## src/rtl/mem_arbiter_if.sv

```systemverilog
// ---------------------------------------------------------------------------
// mem_arbiter_if
// Requester-side bus of the synaptic-weight memory arbiter. All requesters
// share one interface instance; per-requester fields are packed side by side
// (requester i occupies slice i of each vector).
//
//   req_valid  [N_REQ]         request valid, one bit per requester
//   req_ready  [N_REQ]         accept, one-hot or zero
//   req_op     [2*N_REQ]       00 read, 01 write, 10 saturating add, 11 read
//   req_addr   [ADDR_W*N_REQ]  weight address
//   req_wdata  [DW*N_REQ]      write data, or signed delta for add
//   rsp_valid  [N_REQ]         one-cycle response strobe to the owner
//   rsp_data   [DW]            read data / post-add value, shared
//
// modport master: requester side; modport slave: arbiter side.
// ---------------------------------------------------------------------------
interface mem_arbiter_if #(
    parameter int N_REQ  = 2,
    parameter int ADDR_W = 4,
    parameter int DW     = 8
);
    logic [N_REQ-1:0]        req_valid;
    logic [N_REQ-1:0]        req_ready;
    logic [2*N_REQ-1:0]      req_op;
    logic [ADDR_W*N_REQ-1:0] req_addr;
    logic [DW*N_REQ-1:0]     req_wdata;
    logic [N_REQ-1:0]        rsp_valid;
    logic [DW-1:0]           rsp_data;

    modport master (
        output req_valid, req_op, req_addr, req_wdata,
        input  req_ready, rsp_valid, rsp_data
    );

    modport slave (
        input  req_valid, req_op, req_addr, req_wdata,
        output req_ready, rsp_valid, rsp_data
    );
endinterface

```

## src/rtl/mem_arbiter.sv

```systemverilog
// ---------------------------------------------------------------------------
// mem_arbiter
// Round-robin arbiter and sequencer sharing one single-port synaptic-weight
// memory between N_REQ requesters. Supports read, write and an atomic
// saturating add (read-modify-write). One operation in flight at a time.
//
//   clk        rising-edge clock
//   rst        synchronous active-high reset
//   bus        requester bus (mem_arbiter_if.slave)
//   busy       high whenever the sequencer is not idle
//   mem_we     memory write enable
//   mem_addr   memory address
//   mem_wdata  memory write data
//   mem_rdata  memory read data, valid the cycle after the address (read-first)
// ---------------------------------------------------------------------------
module mem_arbiter #(
    parameter int N_REQ  = 2,
    parameter int ADDR_W = 4,
    parameter int DW     = 8
) (
    input  logic              clk,
    input  logic              rst,
    mem_arbiter_if.slave      bus,
    output logic              busy,
    output logic              mem_we,
    output logic [ADDR_W-1:0] mem_addr,
    output logic [DW-1:0]     mem_wdata,
    input  logic [DW-1:0]     mem_rdata
);
    localparam int IDX_W = (N_REQ > 1) ? $clog2(N_REQ) : 1;

    localparam logic [1:0] S_IDLE = 2'd0;
    localparam logic [1:0] S_CAPT = 2'd1;
    localparam logic [1:0] S_RMW  = 2'd2;
    localparam logic [1:0] S_RESP = 2'd3;

    localparam logic [1:0] OP_WRITE = 2'b01;
    localparam logic [1:0] OP_ADD   = 2'b10;

    localparam logic [IDX_W-1:0] LAST_INIT = IDX_W'(N_REQ - 1);
    localparam logic [DW-1:0]    SAT_MAX   = {1'b0, {(DW-1){1'b1}}};
    localparam logic [DW-1:0]    SAT_MIN   = {1'b1, {(DW-1){1'b0}}};

    logic [1:0]        state_q, state_d;
    logic [IDX_W-1:0]  last_q, last_d;
    logic [IDX_W-1:0]  gnt_q, gnt_d;
    logic [ADDR_W-1:0] addr_q, addr_d;
    logic [DW-1:0]     wdata_q, wdata_d;
    logic [DW-1:0]     rsp_data_q, rsp_data_d;
    logic [ADDR_W-1:0] mem_addr_q, mem_addr_d;

    logic              grant_found;
    logic [IDX_W-1:0]  grant_idx;
    logic [1:0]        sel_op;
    logic [ADDR_W-1:0] sel_addr;
    logic [DW-1:0]     sel_wdata;
    logic [DW:0]       sum_ext;
    logic [DW-1:0]     sat_sum;
    logic [N_REQ-1:0]  req_ready_c;
    logic [N_REQ-1:0]  rsp_valid_c;

    // Search starts one past the last winner and wraps, so the most recent
    // winner has lowest priority. Returns {found, index}.
    function automatic logic [IDX_W:0] pick_grant(input logic [N_REQ-1:0] valid,
                                                  input logic [IDX_W-1:0] last);
        logic             found;
        logic [IDX_W-1:0] idx;
        int               cand;
        found = 1'b0;
        idx   = '0;
        for (int k = 1; k <= N_REQ; k++) begin
            cand = (int'(last) + k) % N_REQ;
            if (!found && valid[IDX_W'(cand)]) begin
                found = 1'b1;
                idx   = IDX_W'(cand);
            end
        end
        return {found, idx};
    endfunction

    assign {grant_found, grant_idx} = pick_grant(bus.req_valid, last_q);
    assign sel_op    = bus.req_op[2*grant_idx +: 2];
    assign sel_addr  = bus.req_addr[ADDR_W*grant_idx +: ADDR_W];
    assign sel_wdata = bus.req_wdata[DW*grant_idx +: DW];

    // One extra bit of headroom; overflow shows as the top two bits differing.
    assign sum_ext = {mem_rdata[DW-1], mem_rdata} + {wdata_q[DW-1], wdata_q};
    assign sat_sum = (sum_ext[DW] != sum_ext[DW-1]) ? (sum_ext[DW] ? SAT_MIN : SAT_MAX)
                                                   : sum_ext[DW-1:0];

    always_comb begin
        state_d     = state_q;
        last_d      = last_q;
        gnt_d       = gnt_q;
        addr_d      = addr_q;
        wdata_d     = wdata_q;
        rsp_data_d  = rsp_data_q;
        req_ready_c = '0;
        rsp_valid_c = '0;
        mem_we      = 1'b0;
        mem_addr    = mem_addr_q;
        mem_wdata   = '0;

        case (state_q)
            S_IDLE: begin
                // The address is presented in the accept cycle so read data
                // arrives exactly when CAPT/RMW need it.
                if (grant_found) begin
                    req_ready_c[grant_idx] = 1'b1;
                    mem_addr  = sel_addr;
                    mem_wdata = sel_wdata;
                    mem_we    = (sel_op == OP_WRITE);
                    gnt_d     = grant_idx;
                    last_d    = grant_idx;
                    addr_d    = sel_addr;
                    wdata_d   = sel_wdata;
                    if (sel_op == OP_WRITE) begin
                        state_d = S_RESP;
                    end else if (sel_op == OP_ADD) begin
                        state_d = S_RMW;
                    end else begin
                        state_d = S_CAPT;
                    end
                end
            end
            S_CAPT: begin
                mem_addr   = addr_q;
                rsp_data_d = mem_rdata;
                state_d    = S_RESP;
            end
            S_RMW: begin
                mem_addr   = addr_q;
                mem_we     = 1'b1;
                mem_wdata  = sat_sum;
                rsp_data_d = sat_sum;
                state_d    = S_RESP;
            end
            default: begin
                mem_addr           = addr_q;
                rsp_valid_c[gnt_q] = 1'b1;
                state_d            = S_IDLE;
            end
        endcase

        // A reset arriving mid-operation must not commit the write-back or
        // strobe a response for the abandoned operation.
        if (rst) begin
            mem_we      = 1'b0;
            req_ready_c = '0;
            rsp_valid_c = '0;
        end

        mem_addr_d = mem_addr;
    end

    always_ff @(posedge clk) begin
        if (rst) begin
            state_q    <= S_IDLE;
            last_q     <= LAST_INIT;
            gnt_q      <= '0;
            addr_q     <= '0;
            wdata_q    <= '0;
            rsp_data_q <= '0;
            mem_addr_q <= '0;
        end else begin
            state_q    <= state_d;
            last_q     <= last_d;
            gnt_q      <= gnt_d;
            addr_q     <= addr_d;
            wdata_q    <= wdata_d;
            rsp_data_q <= rsp_data_d;
            mem_addr_q <= mem_addr_d;
        end
    end

    assign bus.req_ready = req_ready_c;
    assign bus.rsp_valid = rsp_valid_c;
    assign bus.rsp_data  = rsp_data_q;
    assign busy          = (state_q != S_IDLE);
endmodule

```

## src/flat_wrapper.sv

```systemverilog
// flat-port wrapper written by rule: the top's interface ports become plain ports
module mem_arbiter_flat 
#(
    parameter int N_REQ  = 2,
    parameter int ADDR_W = 4,
    parameter int DW     = 8
)
  (clk, rst, busy, mem_we, mem_addr, mem_wdata, mem_rdata, bus_req_valid, bus_req_op, bus_req_addr, bus_req_wdata, bus_req_ready, bus_rsp_valid, bus_rsp_data);
  mem_arbiter_if #(.N_REQ(N_REQ), .ADDR_W(ADDR_W), .DW(DW)) bus_i ();
  input  logic clk;
  input  logic rst;
  output logic busy;
  output logic mem_we;
  output logic [ADDR_W-1:0] mem_addr;
  output logic [DW-1:0] mem_wdata;
  input  logic [DW-1:0] mem_rdata;
  input wire logic [$bits(bus_i.req_valid)-1:0] bus_req_valid;
  input wire logic [$bits(bus_i.req_op)-1:0] bus_req_op;
  input wire logic [$bits(bus_i.req_addr)-1:0] bus_req_addr;
  input wire logic [$bits(bus_i.req_wdata)-1:0] bus_req_wdata;
  output wire logic [$bits(bus_i.req_ready)-1:0] bus_req_ready;
  output wire logic [$bits(bus_i.rsp_valid)-1:0] bus_rsp_valid;
  output wire logic [$bits(bus_i.rsp_data)-1:0] bus_rsp_data;
  assign bus_i.req_valid = bus_req_valid;
  assign bus_i.req_op = bus_req_op;
  assign bus_i.req_addr = bus_req_addr;
  assign bus_i.req_wdata = bus_req_wdata;
  assign bus_req_ready = bus_i.req_ready;
  assign bus_rsp_valid = bus_i.rsp_valid;
  assign bus_rsp_data = bus_i.rsp_data;
  mem_arbiter #(.N_REQ(N_REQ), .ADDR_W(ADDR_W), .DW(DW)) u_core (.clk(clk), .rst(rst), .bus(bus_i), .busy(busy), .mem_we(mem_we), .mem_addr(mem_addr), .mem_wdata(mem_wdata), .mem_rdata(mem_rdata));
endmodule
```

## config.mk

```make
export PLATFORM = sky130hd
export DESIGN_NAME = mem_arbiter_flat
export DESIGN_NICKNAME = d
export VERILOG_FILES = /design/src/rtl/mem_arbiter_if.sv /design/src/rtl/mem_arbiter.sv /design/src/flat_wrapper.sv
export SDC_FILE = /design/constraint.sdc
export NUM_CORES = 1
export LEC_CHECK = 0
export BUFFER_PORTS_ARGS = -buffer_cell sky130_fd_sc_hd__buf_2
export CORE_UTILIZATION = 25
export DETAILED_ROUTE_END_ITERATION = 8
export GPL_TIMING_DRIVEN = 0
export PLACE_DENSITY = 0.49
export SYNTH_ARGS = -nofsm -noshare
export SYNTH_HDL_FRONTEND = slang
export SYNTH_SLANG_ARGS = --single-unit
export TNS_END_PERCENT = 30
```

## constraint.sdc

```tcl
create_clock -name clk -period 5.15 [get_ports clk]
set_clock_uncertainty 0.2 [all_clocks]
set_input_delay 0.2575 -clock clk [delete_from_list [all_inputs] [get_ports clk]]
set_output_delay 0.2575 -clock clk [all_outputs]
set_load 0.05 [all_outputs]
```

# After elaboration in Yosys (flattened, before gate mapping)
# Index checks and enable logic that the tools add are counted.
totals:
  register_bits: 28
  in_bits: 40
  elab_cells: 66
classes:
  n_mux: 31
  reduce_logical: 10
  shift: 3
  add_sub_neg: 3
  n_eq_ne: 6
  magnitude_cmp: 6
ops:
  columns: ["op", "count"]
  rows:
  - ["$pmux W8 S2", 2]
  - ["$mux W8", 3]
  - ["$mux W2", 8]
  - ["$shiftx A16 B5 Y8", 1]
  - ["$mux W1", 12]
  - ["$add A8 B8 Y9", 1]
  - ["$mux W4", 2]
  - ["$shiftx A8 B4 Y4", 1]
  - ["$lt A1 B3 Y1 const B", 2]
  - ["$eq A2 B1 Y1 const B", 2]
  - ["$eq A2 B2 Y1 const B", 2]
  - ["$lt A1 B2 Y1 const B", 2]
  - ["$pmux W2 S2", 1]
  - ["$reduce_bool A2 Y1", 2]
  - ["$shiftx A4 B3 Y2", 1]
  - ["$logic_and A1 B1 Y1", 3]
  - ["$reduce_or A3 Y1", 1]
  - ["$add A1 B1 Y1 const B", 2]
  - ["$demux W1 S1", 2]
  - ["$ge A1 B1 Y1 const B", 2]
  - ["$logic_not A2 Y1", 1]
  - ["$ne A2 B1 Y1 const B", 1]
  - ["$pmux W1 S2", 1]
  - ["$reduce_and A2 Y1", 1]
  - ["other kinds (3)", 3]

# Depth between registers and ports, before layout
depth:
  ltp_word: 15
  depth_mapped: 8
  ltp_nobuf: 7

# Worst setup path before layout
# No wires, ideal clock.
synth_path:
  kind: "reg-to-output"
  start: "register u_core.wdata_q[6]"
  end: "output port mem_wdata[1]"
  n_path_buf: 0
  t_arrival_ns: 2.805
  setup_slack_ns: 1.887
  stages_incl_launch_ff: 7
  cell_sequence: "dfxtp_1 > ha_1 > and3_1 > nor3b_2 > o31ai_1 > a21oi_1 > o32ai_1"
synth_via:
  elab_chain_len: 4
  elab_cells_between_ends: 5
synth_rtl:
  columns: ["element", "line", "source"]
  rows:
  - ["from (decl)", "mem_arbiter.sv:48", "logic [DW-1:0] wdata_q, wdata_d;"]
  - ["from (signal assigned)", "mem_arbiter.sv:170", "wdata_q <= wdata_d;"]
  - ["$add A8 B8 Y9 *", "mem_arbiter.sv:87", "assign sum_ext = {mem_rdata[DW-1], mem_rdata} + {wdata_q[DW-1], wdata_q};"]
  - ["$mux W8 or $ne A1 B1 Y1 (tied branches)", "mem_arbiter.sv:88", "assign sat_sum = (sum_ext[DW] != sum_ext[DW-1]) ? (sum_ext[DW] ? SAT_MIN : SAT_MAX)"]
  - ["$mux W8 *", "mem_arbiter.sv:88", null]
  - ["$pmux W8 S2 *", "mem_arbiter.sv:104", "case (state_q)"]
  - ["to (decl)", "flat_wrapper.sv:15", "output logic [DW-1:0] mem_wdata;"]
# Mark *: on every way between the ends. The rest lies on a longest branch, timed or not.

# Worst setup path after layout
layout_path:
  start: "register u_core.wdata_q[6]"
  end: "output port mem_wdata[5]"
# The elaborated chain is that of the path after synthesis.

==> impl_results.md <==
- Status: completed
- Core area: ~8000 um2
- Num rows: 32
- Period utilization: 66.4%
- Hold Path Class: input port to register
- Fin nets: ~380
- IO Pins: 66
- Simple-Gate Fraction of Synth Area: a little over a fifth
- Setup violators final: 0
- CTS Sinks: 28
- Initial antenna violation count: 0
- Sequential share of power: between 10% and 20%
- CP arrival: approximately 3000 ps
- Crit. End Element: output pin
- Crit Path Max Fanout: 10
- Remaining antenna violation count: 0
- Headroom to the max-slew limit: between 50% and 60%
- Adder-cell share of the synthesized area: between 9 and 10%
- FF-to-FF setup slack: about 2600 ps
- Synth Register Bits: 28
- Crit path launch type: register
- Total CTS buffers: 3
- Drc violations: 0
- Htree depth: 1
- Fmax achieved: a little under 300 MHz
- Fraction of layout cells with a size suffix above 1: between 20% and 30%
- First-pass GRT wire length: about 10000 um
- Sequential area share after synthesis: roughly 28%
- Die X: slightly above 90 um
- Die area: approximately 8500 um2
- CTS root buf: clkbuf_8
- CTS resizes: 0
- Worst slew pin tran: approximately 700 ps
- Mux cell area share after synthesis: under 10%
- Largest net degree at the start of global routing: 17
- DR iter-0 viols: approximately 100
- Syn_nets: 310
- Area Overhead vs Synth: 25.7%
- Vias in the first global route: between 2000 and 2500
- Skew-Pair Late Insertion Delay: ~280 ps
- Clock slew at reported path FFs: around 100 ps
- NetSw: around 930 uW
- Synthesized area: ~2000 um2
- Slew Viols, Final: 0
- MaxCap Viol Count: 0
- Die H: 91.9 um
- Clock tree buffer depth: 2
- Vias/cell: 5.01
- TritonCTS clock tree: built
- Synth Area per Inst: 7.93 um2
- Netlist cell types: 44
- LEAKAGE: between 1 and 1.5 nW
- Total Neg Setup Slack: 0 ps
- Most common cell after layout, fill and taps aside: buf_2
- Area share of xor/xnor cells in the synthesized design: 0.866%
- Placer congestion estimate: 0.810
- Logic pwr share: a little under 70%
- Final hold vios: 0
- Pre-CTS WS: slightly above 2000 ps
- Hold-fix buffers at CTS: 0
- Final WL: around 6300 um
- Filler cells: 870
- Crit Path Class: register to output pin
- Port Buffers: between 60 and 70
- Pre-antenna DRT Iters: 4
- Power Density: about 650 nW/um2
- Worst setup margin: 1730 ps
- Switching share of total power: 56.3%
- Yosys warnings: 0
- Vias: between 2000 and 2500
- GRT Total Usage: between 10% and 20%
- N_diodes: 0
- Crit path required time: 4690 ps
- Worst vdd ir: about 200 uV
- Internal power: roughly 720 uW
- Post-CTS setup buffers: 0
- Most frequent cells in the layout: buf_2, nor2_1, dfxtp_1
- Syn Inst Count: roughly 260
- DPL Wire Length: around 5000 um
- WL per Instance: approximately 15 um
- Grt ovf: 0
- Starting density of the core: approximately a quarter
- Synth Area in Compound Gates: between 20% and 30%
- RSZ-0062 raised after global routing: false
- Clock power frac: a little over a tenth
- Post-layout min period: about 3400 ps
- Combinational family with the most area after synthesis: compound AO/OA/AOI/OAI gates
## logic make-up (layout without fill, tap and decap cells)
| family | Yosys count | in the layout |
|---|---|---|
| AO/OA/AOI/OAI | 81 | 81 |
| multiplexers | 14 | 14 |
| buffers and inverters | 25 | 93 |
| adder cells (fa/ha/maj) | 15 | 15 |
| AND/OR/NAND/NOR | 90 | 90 |
| flip-flops | 28 | 28 |
| XOR/XNOR | 2 | 2 |
## routing by layer
layer	up-vias	track usage, %	wire [um]
met5	-	0	0
met4	0	3.65	79
met3	8	2.65	280
met2	53	24.8	2980
met1	986	20.4	2940
li1	1083	-	-
## synthesized netlist by cell type
| library cell | n | area [um2] |
|---|---|---|
| a211oi_1 | 15 | 113 |
| dfxtp_1 | 28 | 561 |
| a211o_1 | 2 | 17.5 |
| a221oi_2 | 2 | 30.0 |
| nand4_1 | 5 | 31.3 |
| xor2_1 | 1 | 8.76 |
| a31oi_1 | 11 | 68.8 |
| and2b_2 | 1 | 8.76 |
| or4_1 | 1 | 7.51 |
| o211ai_1 | 5 | 37.5 |
| mux2_2 | 1 | 11.3 |
| buf_1 | 1 | 3.75 |
| and3b_1 | 1 | 8.76 |
| o21ai_0 | 9 | 45.0 |
| clkbuf_1 | 11 | 41.3 |
| or4_2 | 1 | 8.76 |
| a221oi_1 | 2 | 17.5 |
| o32ai_1 | 2 | 17.5 |
| and2_1 | 1 | 6.26 |
| mux2i_1 | 13 | 130 |
| ha_1 | 14 | 175 |
| inv_1 | 8 | 30.0 |
| o311ai_0 | 1 | 8.76 |
| and3b_2 | 1 | 10.0 |
| a211oi_2 | 1 | 12.5 |
| nor3b_2 | 1 | 12.5 |
| nand2_1 | 14 | 52.6 |
| o22ai_1 | 5 | 31.3 |
| buf_6 | 1 | 11.3 |
| o31ai_1 | 5 | 37.5 |
| nor3b_1 | 3 | 22.5 |
| o21ai_1 | 3 | 15.0 |
| xnor2_1 | 1 | 8.76 |
| nand2b_1 | 4 | 25.0 |
| a21oi_1 | 12 | 60.1 |
| nor2_1 | 42 | 158 |
| nor2b_1 | 7 | 43.8 |
| nor3_1 | 1 | 5.00 |
| a21o_1 | 6 | 45.0 |
| fa_1 | 1 | 20.0 |
| or3b_2 | 2 | 17.5 |
| nand3_1 | 4 | 20.0 |
| buf_2 | 4 | 20.0 |
| and3_1 | 1 | 6.26 |
## worst max-delay path: stages, from the launching register on
cell	delay, ps
dfxtp_1	340
ha_1	370
and3_1	240
nor3b_2	160
o31ai_1	540
buf_2	340
o211ai_1	160
o21ai_1	220
buf_2	300
## final cells by class
| type | instances | area (um2) | share of cell area, % |
|---|---|---|---|
| timing repair buffer | 64 | 320 | 12.6 |
| sequential | 28 | 561 | 22.1 |
| inverter | 8 | 30.0 | 1.18 |
| buffer | 17 | 76.3 | 3.00 |
| multi-input combinational | 202 | 1360 | 53.3 |
| clock inverter | 1 | 30.0 | 1.18 |
| clock buffer | 3 | 41.3 | 1.62 |
| tap | 102 | 128 | 5.02 |
## sequential cells by signal, summed over array words and instances (netlist names)
signal	cells
u_core.wdata_q	8
u_core.state_q	2
u_core.last_q	1
u_core.mem_addr_q	4
u_core.bus.rsp_data	8
u_core.addr_q	4
u_core.gnt_q	1
## worst paths after layout
check / depth (start not counted) / to / startpoint
worst max-delay path: 8 / mem_wdata[5] / u_core.wdata_q[6]$_SDFFE_PP0P_
worst min-delay path: 2 / u_core.last_q$_SDFFE_PP1P_ / rst
worst max register to register: 7 / u_core.bus.rsp_data[5]$_SDFFE_PP0N_ / u_core.wdata_q[6]$_SDFFE_PP0P_
worst min register to register: 2 / u_core.wdata_q[6]$_SDFFE_PP0P_ / u_core.wdata_q[6]$_SDFFE_PP0P_
## stage by stage
stage / power, mW / hold slack [ps] / instance area (um2) / utilization, % / std cells
after floorplan: 1.21 / 170 / 2020 / - / 255
after global placement: 1.48 / 272 / 2470 / 31.8 / 421
after detailed placement: 1.48 / 278 / 2470 / 31.8 / 421
after CTS: 1.67 / 81.1 / 2540 / 32.7 / 425
after global routing: 1.79 / 97.6 / 2540 / 32.7 / 425
final: 1.66 / 95.7 / 2540 / 32.7 / 425
## power groups by stage
stage               Clock (mW)  Combinational, mW  Sequential, mW
finish                   0.179               1.15           0.328
global route             0.193               1.27           0.335
CTS                      0.185               1.16           0.329
detailed placement           0               1.15           0.334
global placement             0               1.15           0.333
floorplan                    0              0.815           0.395
Note: power is estimated with default switching activity, not from simulation.
